$ cat src/rtl/demux_1to2_hex_buffered.sv
// Registered 1-to-2 word distributor: each accepted input word goes to channel 0 or 1
// per in_sel, through a one-entry skid-free buffer per channel, with per-channel accept counters.
module demux_1to2_hex_buffered #(
  parameter int unsigned WIDTH = 16,
  parameter int unsigned CNT_W = 8
) (
  input  logic             clk,
  input  logic             rst,
  input  logic [WIDTH-1:0] in_data,
  input  logic             in_sel,
  input  logic             in_valid,
  output logic             in_ready,
  output logic [WIDTH-1:0] out0_data,
  output logic             out0_valid,
  input  logic             out0_ready,
  output logic [WIDTH-1:0] out1_data,
  output logic             out1_valid,
  input  logic             out1_ready,
  input  logic             cnt_clr,
  output logic [CNT_W-1:0] cnt0,
  output logic [CNT_W-1:0] cnt1
);

  typedef enum logic {
    EMPTY = 1'b0,
    FULL  = 1'b1
  } buf_state_t;

  buf_state_t state0;
  buf_state_t state1;
  logic       accept;
  logic       load0;
  logic       load1;
  logic       drain0;
  logic       drain1;

  // Ready depends only on the selected channel, so a stalled channel never blocks the other.
  assign in_ready = in_sel ? (~out1_valid | out1_ready) : (~out0_valid | out0_ready);
  assign accept   = in_valid & in_ready;
  assign load0    = accept & ~in_sel;
  assign load1    = accept &  in_sel;
  assign drain0   = out0_valid & out0_ready;
  assign drain1   = out1_valid & out1_ready;

  assign out0_valid = (state0 == FULL);
  assign out1_valid = (state1 == FULL);

  // Channel 0 buffer: a load wins over a drain so a full buffer sustains one word per clock.
  always_ff @(posedge clk or posedge rst) begin
    if (rst) begin
      state0    <= EMPTY;
      out0_data <= '0;
    end else begin
      case (state0)
        EMPTY: begin
          if (load0) begin
            state0    <= FULL;
            out0_data <= in_data;
          end
        end
        FULL: begin
          if (load0) begin
            out0_data <= in_data;
          end else if (drain0) begin
            state0 <= EMPTY;
          end
        end
        default: state0 <= EMPTY;
      endcase
    end
  end

  // Channel 1 buffer, same behaviour as channel 0.
  always_ff @(posedge clk or posedge rst) begin
    if (rst) begin
      state1    <= EMPTY;
      out1_data <= '0;
    end else begin
      case (state1)
        EMPTY: begin
          if (load1) begin
            state1    <= FULL;
            out1_data <= in_data;
          end
        end
        FULL: begin
          if (load1) begin
            out1_data <= in_data;
          end else if (drain1) begin
            state1 <= EMPTY;
          end
        end
        default: state1 <= EMPTY;
      endcase
    end
  end

  // Accept counters; a clear takes priority over a same-cycle accept.
  always_ff @(posedge clk or posedge rst) begin
    if (rst) begin
      cnt0 <= '0;
      cnt1 <= '0;
    end else if (cnt_clr) begin
      cnt0 <= '0;
      cnt1 <= '0;
    end else begin
      if (load0) cnt0 <= cnt0 + CNT_W'(1);
      if (load1) cnt1 <= cnt1 + CNT_W'(1);
    end
  end

endmodule

$ cat config.mk
export PLATFORM = sky130hd
export DESIGN_NAME = demux_1to2_hex_buffered
export DESIGN_NICKNAME = d
export VERILOG_FILES = /design/src/rtl/demux_1to2_hex_buffered.sv
export SDC_FILE = /design/constraint.sdc
export NUM_CORES = 1
export LEC_CHECK = 0
export CORE_MARGIN = 1.5
export CORE_UTILIZATION = 40
export DETAILED_ROUTE_END_ITERATION = 8
export PLACE_DENSITY = 0.75
export SLEW_MARGIN = 40
export SYNTH_ARGS = -nofsm -noshare
export SYNTH_HDL_FRONTEND = slang
export SYNTH_SLANG_ARGS = --single-unit
$ cat constraint.sdc
create_clock -name clk -period 1.58 [get_ports clk]
set_clock_uncertainty 0.05 [all_clocks]
set_input_delay 0.237 -clock clk [delete_from_list [all_inputs] [get_ports clk]]
set_output_delay 0.237 -clock clk [all_outputs]
set_load 0.005 [all_outputs]
==> metrics.csv, run 1 <==
metric,value,unit
status,finished clean,
slowest_stage,clkdlybuf4s50_1,
critPathMaxFanout,5,
rsz0062_at_grt,true,
fin_nets,277,
ys_types,30,
drive_above_1_share,0.269,
routabilityCongestion,0.822,
arrival,1250,ps
grt_max_degree,27,
tritoncts,built,
ys_seq_area_frac,0.586,
synth_seq_cells,50,
crit_type,flip-flop to primary output,
hpwl,3.21,mm
worst_path_dominant_cell_family,buffers and inverters,
critical_path_buf_inv_count,1,
fillers,435,
synth_edf_count,0,
wl_per_cell,14.0,um
layout_min_cycle_time,1540,ps
multiInputGateArea,862,um^2
cp-start-kind,flip-flop,
synth-async-reset-ratio,1.00,
seqCellArea,0.00126,mm^2
vias_per_cell,4.85,
cp-end-kind,primary output,
ys.warnings.count,0,
crit_chain,clkdlybuf4s50_1,
finish.utilization,0.626,
clockBufferDepth,2,
timing.final.crit_share,0.973,
required,1290,ps
syn2layout_area_growth,50.6,%
power,3.10,mW
grt_pass1_vias,1645,
syn_nets,185,
hold_viol,0,
synth_cells,160,
portBuffers,73,
ys.flop_type,dfrtp_1,
io_pins,74,
row_count,26,
synth_area,0.00213,mm^2
cts.htree.levels,2,
drtPass1Iterations,4,
drc,0,
power_density,965,mW/mm^2
antenna_found_initial,0,
cap_violations,0,
wirelength,4.53,mm
cts_made_buffers,5,
overflow,0,
timing.fmax,0.650,GHz
vdd_drop_max,0.000590,V
grt_use_total,0.169,
die_area,0.00578,mm^2
setup_viol,0,
coreArea,0.00514,mm^2
worstSkewPairLatency,290,ps
synth.avg_cell_area,13.3,um^2
max_slew_margin,0.771,
clkSlewWorstSetupHoldPaths,80,ps
root_buffer,clkbuf_8,
antenna-diode-count,0,
die_h,76.1,um
min_path_type,primary input to async pin,
initial_core_util,0.415,
cts_hold_buf,0,
p_leak,1.32,nW
ant_nets,0,
route.vias.total,1567,
worst_pin_slew,342,ps
finalMaxSlewViolations,0,
grt_pass1_wl,7.87,mm
die_w,76.1,um
cts_num_sinks,50,
cpPeakStageDelay,530,ps
drt_iter0_markers,38,
## through the flow
| stage | TNS [ps] | hold WS, ps | area (um^2) | std cells | setup slack [ps] |
|---|---|---|---|---|---|
| after detailed placement | -11720 | 430 | 3040 | 311 | -300 |
| after global placement | -12250 | 419 | 3040 | 311 | -300 |
| after global routing | -76.0 | 295 | 3220 | 323 | -24.4 |
| after floorplan | 0 | 322 | 2130 | 160 | 42.6 |
| final | 0 | 257 | 3220 | 323 | 42.7 |
| after CTS | 0 | 254 | 3170 | 319 | 1.52 |
## state kept, by name, summed over array words and instances (netlist names)
name	cells
out0_valid	1
out0_data	16
out1_valid	1
out1_data	16
cnt1	8
cnt0	8
## what timing repair did
action / 4_1_cts / 5_1_grt
setup endpoints to repair: 15 / 12
buffers inserted: 1 / 4
resized for setup: 7 / 8
## Yosys cell counts (2+ instances only)
master | instances | area [um^2]
dfrtp_1 | 50 | 1250
mux2_2 | 24 | 270
nor2_1 | 14 | 52.6
xnor2_1 | 12 | 105
mux2_1 | 9 | 101
nand2_1 | 6 | 22.5
nand3_1 | 6 | 30.0
a21oi_1 | 4 | 20.0
buf_4 | 3 | 22.5
nand2b_1 | 3 | 18.8
nor2b_1 | 3 | 18.8
ha_1 | 2 | 25.0
inv_1 | 2 | 7.51
nand4_1 | 2 | 12.5
nor3_1 | 2 | 10.0
nor3b_1 | 2 | 15.0
nor4_1 | 2 | 12.5
o21ai_0 | 2 | 10.0
## final cells by class
| type | count | area share |
|---|---|---|
| clock buffers | 7 | 0.0237 |
| clock inverters | 1 | 0.00934 |
| inverters | 2 | 0.00233 |
| multi-input cells | 101 | 0.268 |
| flip-flops and latches | 50 | 0.391 |
| well taps | 70 | 0.0272 |
| repair buffers | 92 | 0.279 |
## placed cells by master, fill, tap and decap left out, types with 5 or more instances in the layout
master,n
nand2_1,6
dfrtp_1,46
clkbuf_8,5
nand3_1,6
nor2_1,14
mux2_2,24
mux2_1,9
clkdlybuf4s50_1,71
xnor2_1,12
buf_4,17
## cells by family after synthesis
logic type / synth area share
compound gates: 0.0182
xor+xnor: 0.0492
fa+ha+maj: 0.0117
buf+inv: 0.0252
flops: 0.586
mux: 0.174
simple gates: 0.135
## layer usage
layer  up-vias  track usage  routed length (um)
li1        725            -                   -
met1       773        0.216                1900
met2        62        0.268                2180
met3         7       0.0695                 401
met4         0       0.0444                  47
met5         -            0                   0
## power by group
| group | switching, mW | internal [mW] | total, mW |
|---|---|---|---|
| registers | 0.0875 | 1.44 | 1.53 |
| clock network | 0.396 | 0.474 | 0.870 |
| logic | 0.226 | 0.481 | 0.707 |
## worst paths after layout
| path | start | to | slack (ps) | cells after the start |
|---|---|---|---|---|
| min reg2reg | out0_data[1]$_DFFE_PP0P_ | out0_data[1]$_DFFE_PP0P_ | 450 | 1 |
| min in group clk | out0_data[1]$_DFFE_PP0P_ | out0_data[1]$_DFFE_PP0P_ | 450 | 1 |
| max reg2reg | out0_valid$_DFF_PP0_ | out0_data[6]$_DFFE_PP0P_ | 80 | 4 |
| max | cnt0[5]$_DFFE_PP0P_ | cnt0[5] | 40 | 1 |
| min | rst | out1_data[7]$_DFFE_PP0P_ | 260 | 3 |
| max in group asynchronous | rst | cnt1[3]$_DFFE_PP0P_ | 940 | 3 |
(Power assumes the default switching activity.)
==> inputs of run 2 (changes only) <==
--- a/config.mk
+++ b/config.mk
@@ -9,7 +9,6 @@
 export CORE_UTILIZATION = 40
 export DETAILED_ROUTE_END_ITERATION = 8
 export PLACE_DENSITY = 0.75
-export SLEW_MARGIN = 40
 export SYNTH_ARGS = -nofsm -noshare
 export SYNTH_HDL_FRONTEND = slang
 export SYNTH_SLANG_ARGS = --single-unit
==> results of run 2 <==
The final DEF is identical to that of run 1; final timing and power are the same.
